<file path="src/rtl/uart_stim_pkg.sv">
// Shared types and constants for the stimulus UART transmitter.
// Holds the frame FSM state encoding and the frame-length helper.
package uart_stim_pkg;

  typedef enum logic [2:0] {
    ST_IDLE,
    ST_START,
    ST_DATA,
    ST_PARITY,
    ST_STOP
  } state_e;

  localparam int DATA_BITS = 8;

  // Total serial cycles of one frame: start + data + optional parity + stop bits.
  function automatic int frame_cycles(input int parity_en, input int stop_bits,
                                      input int clks_per_bit);
    return (1 + DATA_BITS + parity_en + stop_bits) * clks_per_bit;
  endfunction

endpackage

</file>
<file path="src/rtl/uart_stim_fifo.sv">
// Byte FIFO feeding the stimulus transmitter; first-word fall-through read.
// Depth must be a power of two so the pointers wrap naturally.
module uart_stim_fifo
  import uart_stim_pkg::*;
#(
  parameter int DEPTH = 16,
  parameter int WIDTH = DATA_BITS
) (
  input  logic                     clk,
  input  logic                     rst_pad_i,
  input  logic                     push,
  input  logic                     pop,
  input  logic [WIDTH-1:0]         din,
  output logic [WIDTH-1:0]         dout,
  output logic                     full,
  output logic                     empty,
  output logic [$clog2(DEPTH):0]   level
);

  localparam int AW = $clog2(DEPTH);
  localparam logic [AW:0] FULL_LVL = DEPTH[AW:0];

  logic [WIDTH-1:0] mem_q [DEPTH];
  logic [AW-1:0]    wr_ptr_q, wr_ptr_d;
  logic [AW-1:0]    rd_ptr_q, rd_ptr_d;
  logic [AW:0]      level_q, level_d;
  logic             push_ok, pop_ok;

  assign full    = (level_q == FULL_LVL);
  assign empty   = (level_q == '0);
  assign push_ok = push && !full;
  assign pop_ok  = pop && !empty;
  assign dout    = mem_q[rd_ptr_q];
  assign level   = level_q;

  always_comb begin
    wr_ptr_d = wr_ptr_q;
    rd_ptr_d = rd_ptr_q;
    level_d  = level_q;
    if (push_ok) wr_ptr_d = wr_ptr_q + 1'b1;
    if (pop_ok)  rd_ptr_d = rd_ptr_q + 1'b1;
    case ({push_ok, pop_ok})
      2'b10:   level_d = level_q + 1'b1;
      2'b01:   level_d = level_q - 1'b1;
      default: level_d = level_q;
    endcase
  end

  always_ff @(posedge clk) begin
    if (!rst_pad_i) begin
      wr_ptr_q <= '0;
      rd_ptr_q <= '0;
      level_q  <= '0;
    end else begin
      wr_ptr_q <= wr_ptr_d;
      rd_ptr_q <= rd_ptr_d;
      level_q  <= level_d;
    end
  end

  // Storage is not reset: stale entries are unreachable once the pointers clear.
  always_ff @(posedge clk) begin
    if (push_ok) mem_q[wr_ptr_q] <= din;
  end

endmodule

</file>
<file path="src/rtl/uart_stim_tx.sv">
// Testbench-side UART transmitter driving the SoC receive pin with queued bytes.
// Frames are sent back-to-back while enabled; a started frame always completes.
module uart_stim_tx
  import uart_stim_pkg::*;
#(
  parameter int CLKS_PER_BIT = 868,
  parameter int FIFO_DEPTH   = 16,
  parameter int PARITY_EN    = 0,
  parameter int PARITY_ODD   = 0,
  parameter int STOP_BITS    = 1
) (
  input  logic                         clk,
  input  logic                         rst_pad_i,
  input  logic                         enable,
  input  logic [7:0]                   in_data,
  input  logic                         in_valid,
  output logic                         in_ready,
  output logic                         uart_tx,
  output logic                         busy,
  output logic [$clog2(FIFO_DEPTH):0]  fifo_level,
  output logic                         frame_done
);

  localparam int BAUD_W = $clog2(CLKS_PER_BIT);
  localparam int BIT_W  = $clog2(DATA_BITS);
  localparam logic [BAUD_W-1:0] BAUD_LAST  = BAUD_W'(CLKS_PER_BIT - 1);
  localparam logic [BIT_W-1:0]  DATA_LAST  = BIT_W'(DATA_BITS - 1);
  localparam logic [BIT_W-1:0]  STOP_LAST  = BIT_W'(STOP_BITS - 1);
  localparam logic [BIT_W-1:0]  BIT_ONE    = BIT_W'(1);
  localparam logic [BAUD_W-1:0] BAUD_ONE   = BAUD_W'(1);
  localparam logic              PARITY_INV = (PARITY_ODD != 0);

  state_e                 state_q, state_d;
  logic [BAUD_W-1:0]      baud_q, baud_d;
  logic [BIT_W-1:0]       bit_q, bit_d;
  logic                   tx_q, tx_d;
  logic [DATA_BITS-1:0]   shift_q, shift_d;
  logic                   parity_q, parity_d;

  logic                   fifo_push, fifo_pop;
  logic                   fifo_full, fifo_empty;
  logic [DATA_BITS-1:0]   fifo_dout;
  logic                   baud_last, start_frame;

  assign fifo_push = in_valid && !fifo_full;

  uart_stim_fifo #(
    .DEPTH (FIFO_DEPTH),
    .WIDTH (DATA_BITS)
  ) u_fifo (
    .clk       (clk),
    .rst_pad_i (rst_pad_i),
    .push      (fifo_push),
    .pop       (fifo_pop),
    .din       (in_data),
    .dout      (fifo_dout),
    .full      (fifo_full),
    .empty     (fifo_empty),
    .level     (fifo_level)
  );

  assign baud_last = (baud_q == BAUD_LAST);

  always_comb begin
    state_d     = state_q;
    baud_d      = baud_last ? '0 : baud_q + BAUD_ONE;
    bit_d       = bit_q;
    tx_d        = tx_q;
    shift_d     = shift_q;
    parity_d    = parity_q;
    fifo_pop    = 1'b0;
    start_frame = 1'b0;

    case (state_q)
      ST_IDLE: begin
        baud_d      = '0;
        bit_d       = '0;
        tx_d        = 1'b1;
        start_frame = 1'b1;
      end
      ST_START: begin
        if (baud_last) begin
          state_d = ST_DATA;
          bit_d   = '0;
          tx_d    = shift_q[0];
          shift_d = {1'b0, shift_q[DATA_BITS-1:1]};
        end
      end
      ST_DATA: begin
        if (baud_last) begin
          if (bit_q == DATA_LAST) begin
            bit_d = '0;
            if (PARITY_EN != 0) begin
              state_d = ST_PARITY;
              tx_d    = parity_q;
            end else begin
              state_d = ST_STOP;
              tx_d    = 1'b1;
            end
          end else begin
            bit_d   = bit_q + BIT_ONE;
            tx_d    = shift_q[0];
            shift_d = {1'b0, shift_q[DATA_BITS-1:1]};
          end
        end
      end
      ST_PARITY: begin
        if (baud_last) begin
          state_d = ST_STOP;
          bit_d   = '0;
          tx_d    = 1'b1;
        end
      end
      ST_STOP: begin
        if (baud_last) begin
          if (bit_q == STOP_LAST) begin
            state_d     = ST_IDLE;
            bit_d       = '0;
            tx_d        = 1'b1;
            start_frame = 1'b1;
          end else begin
            bit_d = bit_q + BIT_ONE;
          end
        end
      end
      default: begin
        state_d = ST_IDLE;
        tx_d    = 1'b1;
      end
    endcase

    // Shared by IDLE and the last stop cycle so consecutive frames have no gap.
    if (start_frame && !fifo_empty && enable) begin
      fifo_pop = 1'b1;
      shift_d  = fifo_dout;
      parity_d = (^fifo_dout) ^ PARITY_INV;
      state_d  = ST_START;
      baud_d   = '0;
      bit_d    = '0;
      tx_d     = 1'b0;
    end
  end

  always_ff @(posedge clk) begin
    if (!rst_pad_i) begin
      state_q <= ST_IDLE;
      baud_q  <= '0;
      bit_q   <= '0;
      tx_q    <= 1'b1;
    end else begin
      state_q <= state_d;
      baud_q  <= baud_d;
      bit_q   <= bit_d;
      tx_q    <= tx_d;
    end
  end

  always_ff @(posedge clk) begin
    shift_q  <= shift_d;
    parity_q <= parity_d;
  end

  assign uart_tx    = tx_q;
  assign busy       = (state_q != ST_IDLE);
  assign in_ready   = !fifo_full;
  assign frame_done = (state_q == ST_STOP) && baud_last && (bit_q == STOP_LAST);

endmodule

</file>
<file path="config.mk">
export PLATFORM = sky130hd
export DESIGN_NAME = uart_stim_tx
export DESIGN_NICKNAME = d
export VERILOG_FILES = /design/src/rtl/uart_stim_pkg.sv /design/src/rtl/uart_stim_fifo.sv /design/src/rtl/uart_stim_tx.sv
export SDC_FILE = /design/constraint.sdc
export NUM_CORES = 1
export LEC_CHECK = 0
export BUFFER_PORTS_ARGS = -buffer_cell sky130_fd_sc_hd__buf_2
export CELL_PAD_IN_SITES_DETAIL_PLACEMENT = 0
export CELL_PAD_IN_SITES_GLOBAL_PLACEMENT = 1
export CORE_MARGIN = 5
export CORE_UTILIZATION = 48
export DETAILED_ROUTE_END_ITERATION = 8
export PLACE_DENSITY = 0.77
export SYNTH_ARGS = -nofsm -noshare
export SYNTH_HDL_FRONTEND = slang
export SYNTH_SLANG_ARGS = --single-unit
</file>
<file path="constraint.sdc">
create_clock -name clk -period 3.1 [get_ports clk]
set_input_delay 0 -clock clk [delete_from_list [all_inputs] [get_ports clk]]
set_output_delay 0 -clock clk [all_outputs]
set_load 0.03 [all_outputs]
</file>
==> summary.md <==
| Metric | Value |
|---|---|
| Status | complete, no violations |
| Drt pass-1 iters | 5 |
| Fin crit share | 91.9% |
| DR DRC count | 0 |
| Max-slew violation count | 0 |
| Finished Layout Cells | 666 |
| WP data required | 3460 ps |
| Crit-path cells | ha_1 > nor3b_4 > nand4_4 > a22oi_2 > ha_2 > xor2_1 > ha_1 > a21oi_1 > a2bb2oi_1 > mux2i_1 > or3_1 > a21boi_1 |
| TritonCTS clock tree | built |
| Crit Reg-Reg Startpoint | baud_q[0] |
| Design Area, Final | 0.00821 mm² |
| Min Tclk post-route | 2850 ps |
| Synth Register Bits | 170 |
| DP HPWL | between 7000 and 8000 µm |
| Total GRT Usage | 14.6% |
| RSZ-0062 raised after global routing | false |
| Hold Path Class | primary input to flip-flop |
| Vias | between 3000 and 4000 |
| Max Fclk | 351 MHz |
| Relative slew slack | 48.2% |
| Initial antenna violation count | 0 |
| CTS buffer count | 17 |
| Clock transition at path regs | 70 ps |
| Mux share of post-synthesis cell area | 16.1% |
| Synth Net Count | 444 |
| CTS sink cnt | 170 |
| WL per Instance | 18.2 µm |
| Lkg Pwr | 2.78 nW |
| Avg Synthesized Cell Area | between 15 and 20 µm² |
| Maximum VDD drop | ~0.42 mV |
| Grt ovf | 0 |
| DRT Wirelength | 12100 µm |
| Max_cap viols | 0 |
| Synth Instances | 421 |
| Min setup slack post-route | 252 ps |
| Worst Hold Path EP | u_fifo.level[4] |
| Crit Path Max Fanout | 5 |
| CP Data Arrival Time | 3200 ps |
| Bufs on Longest Clock Path | 2 |
| Worst-case clock skew | roughly 11 ps |
| Clk Latency, worst-skew pair | 420 ps |
| Compound-gate portion of the synthesized area | 2.71% |
| Post-synthesis async set-or-reset flop share | 0% |
| Vias in the first global route | 3633 |
| Initial Utilization | 49.1% |
| H-tree Lvls | 4 |
| Setup TNS | 0 ps |
| Worst reg2reg path endpoint | u_fifo.level[4] |
| Startpoint Class | flip-flop |
| Die Height | around 130 µm |
| Largest net degree at the start of global routing | 33 |
| Placeable core region | 0.0146 mm² |
| CP dominant cell by count | ha_1 |
| Placed cell areas | 0.00753 mm² |
| Worst R2R Setup Slack | 250 ps |
| GP Congestion | roughly 0.8 |
| # IOs | 21 |
| Worst Setup End Kind | flip-flop |
| Die W | around 130 µm |
| Least-Margin Pin Slew | 775 ps |
| Die area | 0.0175 mm² |
| Row count | 44 |
| Min-delay src | in_valid |
| Antenna viol nets, final | 0 |
| Critical-path top delay cell | dfxtp_1 |
| Final setup viols | 0 |
| Setup CP Type | flip-flop to flip-flop |
| Clock Root Buffer | clkbuf_16 |
| XOR/XNOR Fraction of Synth Area | 2.08% |
| Post-synth EDFFs | 136 |
| Synth-to-Final Area Change | 14.6% |
| Unique masters post-synth | 49 |
| DR vias/cell | ~5.5 |
| Cell Area, Synth | 0.00716 mm² |
| Seq/Total Area, Yosys | 66.5% |
| Hold Violations, Final | 0 |
| Worst path max stage delay | 390 ps |
| Place WS | about 210 ps |
| DRT iter0 DRCs | ~230 |
| Hold depth | 5 |
| Primary FF master, synth | edfxtp_1 |
| Layout cell share with drive strength beyond 1 | 21.0% |
| Warnings from Yosys | 0 |
| Ant diodes | 0 |
| Global-route wire length before repair | approximately 20000 µm |
| Largest family of logic cells by synthesized area | multiplexers |
| Post-synthesis adder-cell area fraction | 2.08% |
| Reg2reg path depth | 12 |
| IO Port Bufs | 20 |
| Area share of and/or/nand/nor cells after synthesis | under 10% |
| Fin nets | roughly 500 |
| Inst Count DP | 625 |
| Power Density | 695 mW/mm² |
## metrics by stage
stage | power [mW] | hold WS (ps) | util (%)
floorplan | 3.50 | 98.9 | -
global placement | 3.70 | 362 | 51.6
detailed placement | 3.73 | 373 | 51.6
CTS | 5.76 | 95.5 | 56.1
global route | 5.97 | 195 | 56.3
finish | 5.71 | 114 | 56.3
## layout by cell type, fill, tap and decap left out, drive strengths merged, types with 2 or more instances in the layout
cell / instances
xor2: 8
a2bb2oi: 2
nor2: 34
nor3b: 2
clkinvlp: 2
o21ai: 4
nand2: 17
clkbuf: 17
nor4: 3
nand4: 4
mux4: 40
xnor2: 9
a22oi: 2
and2: 10
nor3: 9
and3: 2
dlygate4sd3: 9
or3: 2
mux2i: 3
a21boi: 3
nand3: 10
ha: 11
edfxtp: 136
inv: 21
nor2b: 11
a21oi: 11
clkinv: 4
mux2: 8
nand2b: 6
dfxtp: 34
buf: 37
## power breakdown
part | leakage [nW] | switching (mW) | internal, mW
Sequential | 1.51 | 0.0896 | 2.61
Combinational | 0.996 | 0.508 | 0.477
Clock | 0.279 | 0.950 | 1.07
Total | 2.78 | 1.55 | 4.16
## cells by family after synthesis
family | Yosys count
multiplexers | 51
flip-flops | 170
buffers and inverters | 29
AO/OA/AOI/OAI | 28
AND/OR/NAND/NOR | 114
XOR/XNOR | 17
adder cells (fa/ha/maj) | 12
## registers in the layout (all words and copies together), names as in the netlist, named ones only
register	count
bit_q	3
u_fifo.mem_q	128
baud_q	10
state_q	3
u_fifo.rd_ptr_q	4
shift_q	8
u_fifo.wr_ptr_q	4
u_fifo.level	5
uart_tx	1
## worst max path at each step
stage,cells past startpoint,slack [ps],start,to
detailed placement,12,210,baud_q[0],u_fifo.level[4]
CTS,12,160,baud_q[0],u_fifo.level[4]
finish,12,250,baud_q[0],u_fifo.level[4]
floorplan,13,80,baud_q[0],u_fifo.level[4]
global route,12,20,baud_q[0],u_fifo.level[4]
global placement,12,340,baud_q[0],u_fifo.level[4]
## Yosys cell counts, types with 2 or more instances
cell,instances,area (µm²)
nand3_1,10,50.1
buf_6,3,33.8
o21ai_0,4,20.0
mux4_1,28,736
and2_1,10,62.6
nand2_1,17,63.8
buf_2,3,15.0
ha_1,11,138
clkbuf_1,8,30.0
mux2_4,7,105
edfxtp_1,136,4080
nor3b_2,2,25.0
nor3_1,9,45.0
and3_1,2,12.5
nor2b_1,11,68.8
nand2b_1,6,37.5
nand4_1,3,18.8
xor2_1,8,70.1
a2bb2oi_1,2,17.5
dfxtp_1,34,681
xnor2_1,9,78.8
or3_1,2,12.5
inv_1,12,45.0
a21boi_1,2,15.0
a21oi_1,11,55.1
nor2_1,34,128
mux2i_1,3,30.0
mux4_2,12,270
nor4_1,2,12.5
## worst max-delay path: cells and delay by family (launching register included)
family / cells / cell delay (ps)
compound gates: 4 / 710
fa+ha+maj: 3 / 740
simple gates: 3 / 760
mux: 1 / 90
flops: 1 / 390
xor+xnor: 1 / 80
## area by class of cell
| cell class | instances | area [µm²] |
|---|---|---|
| fillers | 1078 | 6380 |
| flip-flops and latches | 170 | 4770 |
| multi-input cells | 222 | 2260 |
| clock buffers | 17 | 425 |
| repair buffers | 46 | 330 |
| well taps | 184 | 230 |
| clock inverters | 15 | 148 |
| inverters | 12 | 45.0 |
## per-layer routing
| metal | track usage [%] | vias to the layer above | share of wire [%] |
|---|---|---|---|
| met1 | 19.2 | 1797 | 45 |
| met5 | 0 | - | 0 |
| met3 | 4.05 | 8 | 4.5 |
| met2 | 24.0 | 85 | 50 |
| li1 | - | 1747 | - |
| met4 | 3.94 | 0 | 0.80 |
## timing repair
action	4_1_cts	5_1_grt
resized for setup	0	3
buffers inserted	0	0
setup endpoints to repair	0	1
hold endpoints to repair	129	0
hold buffers	9	0
(Power assumes the default switching activity.)
